==> src/rtl/io_out_fifo.sv <==
// rtl/io_out_fifo.sv - processor IO output FIFO with valid/ready drain and sticky overflow
module io_out_fifo #(
    parameter int DATA_W = 32,
    parameter int DEPTH  = 8
) (
    input  logic                     clk,
    input  logic                     reset,
    input  logic                     clear,
    input  logic                     io_wr_en,
    input  logic [DATA_W-1:0]        io_wr_data,
    output logic                     out_valid,
    input  logic                     out_ready,
    output logic [DATA_W-1:0]        out_data,
    output logic                     full,
    output logic                     empty,
    output logic [$clog2(DEPTH):0]   level,
    output logic                     overflow
);
    localparam int PTR_W = $clog2(DEPTH);
    localparam int CNT_W = PTR_W + 1;

    logic [DATA_W-1:0] mem [DEPTH];
    logic [PTR_W-1:0]  wr_ptr;
    logic [PTR_W-1:0]  rd_ptr;
    logic              push;
    logic              pop;

    assign full      = (level == CNT_W'(DEPTH));
    assign empty     = (level == '0);
    assign out_valid = ~empty;
    // Masked so the port reads zero after reset even though storage is never cleared.
    assign out_data  = empty ? '0 : mem[rd_ptr];

    assign pop  = out_valid & out_ready;
    assign push = io_wr_en & (~full | pop);

    always_ff @(posedge clk) begin
        if (push && !clear) begin
            mem[wr_ptr] <= io_wr_data;
        end
    end

    always_ff @(posedge clk or posedge reset) begin
        if (reset) begin
            wr_ptr   <= '0;
            rd_ptr   <= '0;
            level    <= '0;
            overflow <= 1'b0;
        end else if (clear) begin
            wr_ptr   <= '0;
            rd_ptr   <= '0;
            level    <= '0;
            overflow <= 1'b0;
        end else begin
            if (push) begin
                wr_ptr <= wr_ptr + PTR_W'(1);
            end
            if (pop) begin
                rd_ptr <= rd_ptr + PTR_W'(1);
            end
            case ({push, pop})
                2'b10:   level <= level + CNT_W'(1);
                2'b01:   level <= level - CNT_W'(1);
                default: level <= level;
            endcase
            if (io_wr_en && !push) begin
                overflow <= 1'b1;
            end
        end
    end
endmodule
==> config.mk <==
export PLATFORM = sky130hd
export DESIGN_NAME = io_out_fifo
export DESIGN_NICKNAME = d
export VERILOG_FILES = /design/src/rtl/io_out_fifo.sv
export SDC_FILE = /design/constraint.sdc
export NUM_CORES = 1
export LEC_CHECK = 0
export CAP_MARGIN = 20
export CORE_UTILIZATION = 35
export DETAILED_ROUTE_END_ITERATION = 8
export PLACE_DENSITY = 0.54
export SLEW_MARGIN = 5
export SYNTH_ARGS = -nofsm -noshare
export SYNTH_HDL_FRONTEND = slang
export SYNTH_SLANG_ARGS = --single-unit
==> constraint.sdc <==
create_clock -name clk -period 5.7 [get_ports clk]
set_input_delay 0.855 -clock clk [delete_from_list [all_inputs] [get_ports clk]]
set_output_delay 0.855 -clock clk [all_outputs]
set_load 0.1 [all_outputs]
; Yosys cells after proc, flatten, opt, wreduce, memory -nomap -nowiden
; Memory sizes are Yosys's and may differ from the RTL's.
; Index checks and enable logic that the tools add are counted.
[classes]
muxes = 11
n_eq_ne = 3
addsub = 4
bitwise = 5
reduce_logical = 9
[ops]
columns = operator, n
row1 = 32-bit two-way mux, 1
row2 = 3-bit two-way mux, 4
row3 = 4-bit one-hot mux with 2 select lines, 1
row4 = 3-bit by 1-bit adder with 3-bit output (second input constant), 2
row5 = 2-bit nonzero test, 3
row6 = 4-bit by 1-bit adder with 4-bit output (second input constant), 1
row7 = 4-bit equality test (second input constant), 1
row8 = 4-bit logical NOT, 1
row9 = 1-bit two-way mux, 4
row10 = 4-bit two-way mux, 1
row11 = 4-bit by 1-bit subtractor with 4-bit output (second input constant), 1
row12 = 3-bit nonzero test, 1
row13 = 1-bit AND, 2
row14 = 2-bit by 1-bit equality test with 1-bit output (second input constant), 1
row15 = 2-bit equality test (second input constant), 1
row16 = 1-bit logical AND, 2
row17 = 1-bit logical NOT, 2
row18 = 1-bit NOT, 2
row19 = 1-bit bitwise OR, 1
[word_totals]
ram_bits = 256
n_memories = 1
inputBits = 37
regBits = 11
out_inout_bits = 40
word_cells = 37
[memory_table]
columns = name, words, word_bits, rd, rd_clocked_by_memory_dff, write_ports, line_no
row1 = mem, 8, 32, 1, 0, 1, 22  ; logic [DATA_W-1:0] mem [DEPTH];

; Logic depth before layout (Yosys ltp)
; Gate-level depths: netlist (run 1).
[logic_depth]
depth_word = 9
ltp_mapped = 9
ltp_nobuf = 8

; Worst setup path after synthesis (run 1)
; Ideal clock, no wire load.
[synth_path]
kind = register -> register
from = reg level[0]
to = mem mem[0][0] (enable)
path_buffers = 0
setup_ps = 513
synth_period_minus_slack_ps = 5308
path_stages_with_launch = 4
path_slack_ps = 392
required_ps = 5187
arrival_ps = 4795
path_cell_list = dfrtp_1 > or3_4 > o21ai_4 > nor4b_1
[synth_between]
elab_chain_len = 8
word_cells_on_any_way = 10
classes_between = eq/ne (1) / mux (2) / bitwise (5) / reduce/logical (2)
[synth_rtl]
columns = item, line_no
row1 = start: declaration, 16  ; output logic [$clog2(DEPTH):0] level,
row2 = start signal: assignment, 62  ; 2'b10: level <= level + CNT_W'(1);
row3 = start signal: assignment, 63  ; 2'b01: level <= level - CNT_W'(1);
row4 = start signal: assignment, 64  ; default: level <= level;
row5 = 4-bit logical NOT, 29  ; assign empty = (level == '0);
row6 = 1-bit NOT, 30  ; assign out_valid = ~empty;
row7 = 1-bit AND, 34  ; assign pop = out_valid & out_ready;
row8 = 1-bit bitwise OR *, 35  ; assign push = io_wr_en & (~full | pop);
row9 = 1-bit AND *, 35
row10 = 1-bit logical AND *, 38  ; if (push && !clear) begin
row11 = 1-bit two-way mux *, 38
row12 = 1-bit two-way mux (implied by the code) *, 39  ; mem[wr_ptr] <= io_wr_data;
row13 = end: declaration, 22
; Mark *: on every way between the ends. The rest lies on a longest branch, timed or not.

; Final worst setup path (run 1)
[layout_path]
from = reg rd_ptr[0]
to = out out_data[19]
[layout_between]
elab_chain_len = 2
[layout_rtl]
columns = item, line_no
row1 = start: declaration, 24  ; logic [PTR_W-1:0] rd_ptr;
row2 = start signal: assignment, 59  ; rd_ptr <= rd_ptr + PTR_W'(1);
row3 = memory read 8 x 32 bit, -
row4 = 32-bit two-way mux, 32  ; assign out_data = empty ? '0 : mem[rd_ptr];
row5 = end: declaration, 13  ; output logic [DATA_W-1:0] out_data,
; No other way between the ends.

==> results of run 1 <==
## kinds of logic after synthesis
| group | Yosys count | share of synthesized area [%] |
|---|---|---|
| AOI/OAI and AO/OA | 11 | 0.930 |
| xor gates and xnor gates | 7 | 0.584 |
| adders and majority gates | 5 | 0.667 |
| buffers and inverters | 28 | 1.74 |
| DFF | 267 | 75.9 |
| muxes | 99 | 17.1 |
| and+or+nand+nor | 72 | 3.16 |
## cells in the final DEF (no fill, tap or decap), types with 3 or more instances in the layout
cell type and count:
dfrtp_1 8, clkbuf_1 8, mux4_2 64, mux2i_1 35
buf_4 16, nand2_1 3, nor2_4 3, clkinv_1 7
nand3_1 4, nor3_2 3, nor2_1 45, a21oi_1 3
clkinv_2 3, xnor2_1 3, edfxtp_1 256, clkdlybuf4s50_1 76
xor2_1 4, ha_1 4, clkbuf_16 29
## critical path: cells and delay by family (launching register included)
family	cells	cell delay [ps]
flops	1	940
buf+inv	2	1350
simple gates	1	100
mux	2	710
## path summary, 6_finish.rpt
check / startpoint / depth (start not counted) / slack, ps / to
hold reg to reg: overflow$_DFFE_PP0P_ / 2 / 530 / overflow$_DFFE_PP0P_
min in group asynchronous: reset / 2 / 620 / overflow$_DFFE_PP0P_
max in group asynchronous: reset / 2 / 4720 / rd_ptr[0]$_DFFE_PP0P_
hold / removal: overflow$_DFFE_PP0P_ / 2 / 530 / overflow$_DFFE_PP0P_
setup reg to reg: level[0]$_DFFE_PP0P_ / 4 / 3120 / mem[6][3]$_DFFE_PP_
setup / recovery: rd_ptr[0]$_DFFE_PP0P_ / 5 / 1140 / out_data[19]
## through the flow
| stage | hold slack [ps] | utilization, % | setup WS [ps] | instance area (um^2) |
|---|---|---|---|---|
| 2_1_floorplan | 578 | - | 392 | 10500 |
| 3_3_place_gp | 497 | 39.8 | 1670 | 11800 |
| 3_5_place_dp | 518 | 39.8 | 1660 | 11800 |
| 4_1_cts | 544 | 42.7 | 1070 | 12600 |
| 5_1_grt | 561 | 42.7 | 947 | 12600 |
| 6_report | 530 | 42.7 | 1140 | 12600 |
## registers in the layout, indices dropped and copies added, names as in the netlist
name	count
level	4
mem	256
overflow	1
rd_ptr	3
wr_ptr	3
## power groups by stage
stage / Clock, W / Combinational [W] / Sequential, W
after floorplan: 0 / 0.00220 / 0.00238
after global routing: 0.00180 / 0.00288 / 0.00237
final: 0.00169 / 0.00276 / 0.00235
after detailed placement: 0 / 0.00279 / 0.00240
after CTS: 0.00173 / 0.00280 / 0.00236
after global placement: 0 / 0.00277 / 0.00240
## area by class of cell
type | instances | area, um^2
clock buffers | 37 | 756
clock inverters | 14 | 95.1
repair buffers | 93 | 901
inverters | 3 | 11.3
diodes | 1 | 2.50
fillers | 2565 | 16900
multi-input cells | 194 | 2400
well taps | 390 | 488
flip-flops and latches | 267 | 7970
## routing by layer
metal | GRT usage (%) | up-vias | routed length (um)
met4 | 3.55 | 0 | 393
met2 | 23.7 | 127 | 10200
met3 | 2.81 | 31 | 1060
met1 | 19.6 | 2644 | 9630
li1 | - | 2201 | -
met5 | 0 | - | 0
==> results.py, run 1 <==
metrics = {
    "status": {
        "status": "complete, no violations",
    },
    "sta": {
        "slew_headroom_pct": 33.8,
        "finalHoldViolCount": 0,
        "finalCriticalPeriod_ps": 4560,
        "fin_crit_sh_pct": 80.1,
        "fin_setup_tns_ps": 0,
        "finClkSkew_ps": 15.7,
        "tightest_slew_ps": 991,
        "timing.fmax_ghz": 0.219,
        "drv_slew": 0,
        "setup_viol": 0,
        "rsz0062_at_grt": "false",
    },
    "worst_setup_path": {
        "path_class": "reg -> out",
        "crit_required_ps": 4850,
        "cp_data_arrival_time_ps": 3710,
        "startpoint_type": "flop",
        "cp-end-kind": "primary output",
        "crit_chain": "buf_12 -> mux4_2 -> mux2i_1 -> nor2_1 -> clkdlybuf4s50_1",
        "cp_max_fo": 37,
        "timing.critical_path.slowest_stage_cell": "clkdlybuf4s50_1",
        "cpPeakStageDelay_ps": 1020,
    },
    "synthesis": {
        "synth_seq_cells": 267,
        "netlist_instances": 489,
        "synth_common_cells": "edfxtp_1 (256), mux4_2 (64), nor2_1 (48)",
        "syn-num-nets": 531,
        "yosysTopAreaCell": "edfxtp_1",
        "synth_edf_count": 256,
        "yosysWarnings": 0,
        "synth_top_cell_area_share_pct": 73.2,
        "synth_cell_types": 37,
        "ys.flop_type": "edfxtp_1",
        "synth_area_leaders": "edfxtp_1 (73%), mux4_2 (14%), mux2i_1 (3.3%)",
        "ys_seq_area_share_pct": 75.9,
        "synth_area_mm2": 0.0105,
        "async_reset_ff_share_pct": 4.12,
        "synth.avg_cell_area_um2": 21.5,
        "post-synth-top-count-cell": "edfxtp_1",
    },
    "grt": {
        "grt_antenna_before_repair": 1,
        "grt-ovfl-total": 0,
        "grt_usage_pct": 14.4,
        "grt_pass1_wl_um": 33000,
        "grt_max_degree": 39,
        "grt_pass1_vias": 5529,
    },
    "power": {
        "finalPower_w": 0.00681,
        "p_leak_nw": 3.89,
        "pwr-share-comb_pct": 40.6,
        "seqPwrFrac_pct": 34.5,
        "pwr-share-clk_pct": 24.9,
        "power.density_mw_per_mm2": 539,
        "swShare_pct": 41.7,
        "netSwitchingPower_w": 0.00284,
        "cellInternalPower_w": 0.00397,
        "peakVddDrop_mv": 0.471,
    },
    "clock_network": {
        "post-cts-setup-buffers": 0,
        "cts_htree_levels": 1,
        "postCtsHoldBufs": 0,
        "clk_pin_slew_ps": 60,
        "cts_buffer_depth": 3,
        "cts_made_buffers": 29,
        "clock_latency_ps": 550,
        "cts_tree": "built",
        "cts_num_sinks": 267,
        "postCtsResizedCells": 0,
        "root_buffer": "clkbuf_16",
    },
    "die": {
        "io_pins": 77,
        "fp.dieW_um": 175,
        "rows": 63,
        "core_mm2": 0.0296,
        "start_util_pct": 35.5,
        "dieArea_mm2": 0.0307,
        "die_y_um": 175,
    },
    "drt": {
        "vias": 5003,
        "ant_nets": 0,
        "dr.pass1.iters": 4,
        "wl_um": 21300,
        "drc": 0,
        "detail_route.vias_per_cell": 5.01,
        "drt_iter0_markers": 389,
        "wl_per_cell_um": 21.3,
    },
    "cells_and_area": {
        "drive_above_1_share_pct": 22.0,
        "fin_nets": 630,
        "area_growth_pct": 20.3,
        "final_cell_count_no_fill": 999,
    },
    "hold_path": {
        "min_path_type": "reg -> reg",
    },
    "placement": {
        "portBuffers": 76,
        "gp_congestion": 0.722,
        "post-place-cells": 947,
        "hpwl_um": 12000,
    },
    "run": {
        "cap_violations": 0,
    },
}
No activity file was read; power rests on OpenSTA's default activity.
==> inputs of run 2 (changes only) <==
==> constraint.sdc (replaced) <==
create_clock -name clk -period 4.4 [get_ports clk]
set_input_delay 0.66 -clock clk [delete_from_list [all_inputs] [get_ports clk]]
set_output_delay 0.66 -clock clk [all_outputs]
set_load 0.1 [all_outputs]
==> run 2 against run 1 <==
  * Cell area decreased by 0.29%
  * Power increased by 28%
  * Setup slack got worse by 320 ps
  * Worst hold slack got worse by 100 ps
  * Via count decreased by 2.1%
  * Global-route usage decreased by 0.12 points
  * Clock-buffer cell count decreased by 4
  * Critical path depth unchanged
  * Clock power increased by 30%
  * Largest cell class unchanged
  * Cell count increased by 0.40%
  * Flip-flop and latch count unchanged
==> results.py, run 2 (same netlist as run 1, synthesis figures left out) <==
metrics = {
    "power": {
        "peakVddDrop_mv": 1.05,
        "swShare_pct": 42.1,
        "power.density_mw_per_mm2": 695,
        "cellInternalPower_w": 0.00507,
        "pwr-share-clk_pct": 25.2,
        "seqPwrFrac_pct": 34.7,
        "netSwitchingPower_w": 0.00368,
        "pwr-share-comb_pct": 40.1,
        "p_leak_nw": 3.99,
    },
    "run": {
        "cap_violations": 0,
    },
    "worst_setup_path": {
        "crit_chain": "buf_4 -> mux4_2 -> mux2i_1 -> nor2_1 -> buf_4",
        "cp_data_arrival_time_ps": 2920,
        "cp_max_fo": 31,
        "crit_start": "rd_ptr[0]$_DFFE_PP0P_",
        "reg2reg_from": "level[0]$_DFFE_PP0P_",
        "regToRegSetupSlack_ps": 1790,
        "cpPeakStageDelay_ps": 850,
        "crit_top_cell": "buf_4",
        "path_class": "reg -> out",
        "reg2reg_to": "level[3]$_DFFE_PP0P_",
        "cp-endpoint": "out_data[3]",
        "startpoint_type": "flop",
        "worst-r2r-cell-count": 8,
        "timing.critical_path.slowest_stage_cell": "dfrtp_4",
        "cp-end-kind": "primary output",
        "crit_required_ps": 3740,
    },
    "sta": {
        "rsz0062_at_grt": "false",
        "finalCriticalPeriod_ps": 3580,
        "drv_slew": 0,
        "fin_setup_tns_ps": 0,
        "setup_viol": 0,
        "finClkSkew_ps": 10.1,
        "fin_crit_sh_pct": 81.4,
        "slew_headroom_pct": 35.0,
        "fin_hold_ws_ps": 426,
        "finalHoldViolCount": 0,
        "timing.fmax_ghz": 0.279,
        "tightest_slew_ps": 973,
    },
    "drt": {
        "dr.pass1.iters": 4,
        "detail_route.vias_per_cell": 4.89,
        "wl_um": 20900,
        "drt_iter0_markers": 424,
        "wl_per_cell_um": 20.9,
        "vias": 4900,
        "drc": 0,
        "ant_nets": 0,
    },
    "die": {
        "die_y_um": 175,
        "core_mm2": 0.0296,
        "start_util_pct": 35.5,
        "io_pins": 77,
        "dieArea_mm2": 0.0307,
        "rows": 63,
        "fp.dieW_um": 175,
    },
    "clock_network": {
        "root_buffer": "clkbuf_16",
        "cts_htree_levels": 1,
        "clock_latency_ps": 530,
        "cts_made_buffers": 29,
        "cts_buffer_depth": 3,
        "postCtsResizedCells": 0,
        "postCtsHoldBufs": 0,
        "clk_pin_slew_ps": 60,
        "cts_num_sinks": 267,
        "post-cts-setup-buffers": 0,
        "cts_tree": "built",
    },
    "cells_and_area": {
        "area_growth_pct": 19.9,
        "fin_nets": 633,
        "top_regs": "mem (256), level (4)",
        "finish.instance_area_mm2": 0.0126,
        "layout_common_cells": "edfxtp_1 (256), mux4_2 (64), buf_4 (53), nor2_1 (45), clkdlybuf4s50_1 (43)",
        "drive_above_1_share_pct": 29.0,
        "largest_reg_flops": 256,
        "antennaDiodeCount": 0,
        "mostFrequentLayoutCell": "edfxtp_1",
        "largest_register": "mem",
        "final_cell_count_no_fill": 1003,
    },
    "grt": {
        "grt_max_degree": 35,
        "grt_antenna_before_repair": 0,
        "grt_pass1_vias": 5472,
        "grt-ovfl-total": 0,
        "grt_pass1_wl_um": 32900,
        "grt_usage_pct": 14.3,
    },
    "placement": {
        "post-place-cells": 950,
        "gp_congestion": 0.733,
        "hpwl_um": 12800,
        "placed_area_mm2": 0.0117,
        "portBuffers": 76,
    },
    "status": {
        "status": "complete, no violations",
    },
    "hold_path": {
        "min_path_type": "in -> async",
    },
}
-- run 2: cell count changes in the layout (fill, tap and decap cells not counted), sizes merged --
cell	previous run	this run
clkinv	10	17
clkdlybuf4s50	76	43
diode	1	0
buf	17	53
clkinvlp	2	1
clkbuf	37	33
-- run 2: final cells by class --
cell class	instances	area (um^2)
clock buffer	33	741
clock inverter	20	131
fill	2625	17000
inverter	3	11.3
multi-input combinational	194	2420
sequential	267	7970
tap	390	488
timing repair buffer	96	828
-- run 2: routing by layer --
layer | global-route usage [%] | wire, um | up-vias
li1 | - | - | 2211
met1 | 18.9 | 9200 | 2547
met2 | 24.4 | 10500 | 104
met3 | 2.24 | 761 | 38
met4 | 3.91 | 498 | 0
met5 | 0 | 0 | -
-- run 2: per-stage QoR --
step           total power, W  utilization [%]  setup slack, ps
3_5_place_dp          0.00665             39.6             1180
4_1_cts               0.00886             42.6              681
5_1_grt               0.00909             42.6              603
3_3_place_gp          0.00662             39.6             1260
6_report              0.00875             42.6              819
2_1_floorplan         0.00593                -              257
-- run 2: critical path: cells and delay by family, from the launching register on --
kind / cells / cell delay [ps]
AND/OR/NAND/NOR: 1 / 70
multiplexers: 2 / 780
flip-flops: 1 / 850
buffers and inverters: 2 / 650
-- run 2: how the worst min path moves through the flow --
stage	startpoint	to	slack [ps]	depth (start not counted)
after floorplan	reset	level[0]$_DFFE_PP0P_	510	1
after global placement	overflow$_DFFE_PP0P_	overflow$_DFFE_PP0P_	510	2
after detailed placement	overflow$_DFFE_PP0P_	overflow$_DFFE_PP0P_	500	2
after CTS	reset	level[3]$_DFFE_PP0P_	410	2
after global routing	reset	level[1]$_DFFE_PP0P_	480	2
final	reset	level[3]$_DFFE_PP0P_	430	2
-- run 2: power groups by stage --
stage	Sequential (W)	Combinational (W)	Clock, W
finish	0.00303	0.00351	0.00220
floorplan	0.00308	0.00285	0
global placement	0.00309	0.00353	0
CTS	0.00304	0.00356	0.00226
detailed placement	0.00310	0.00355	0
global route	0.00306	0.00367	0.00236
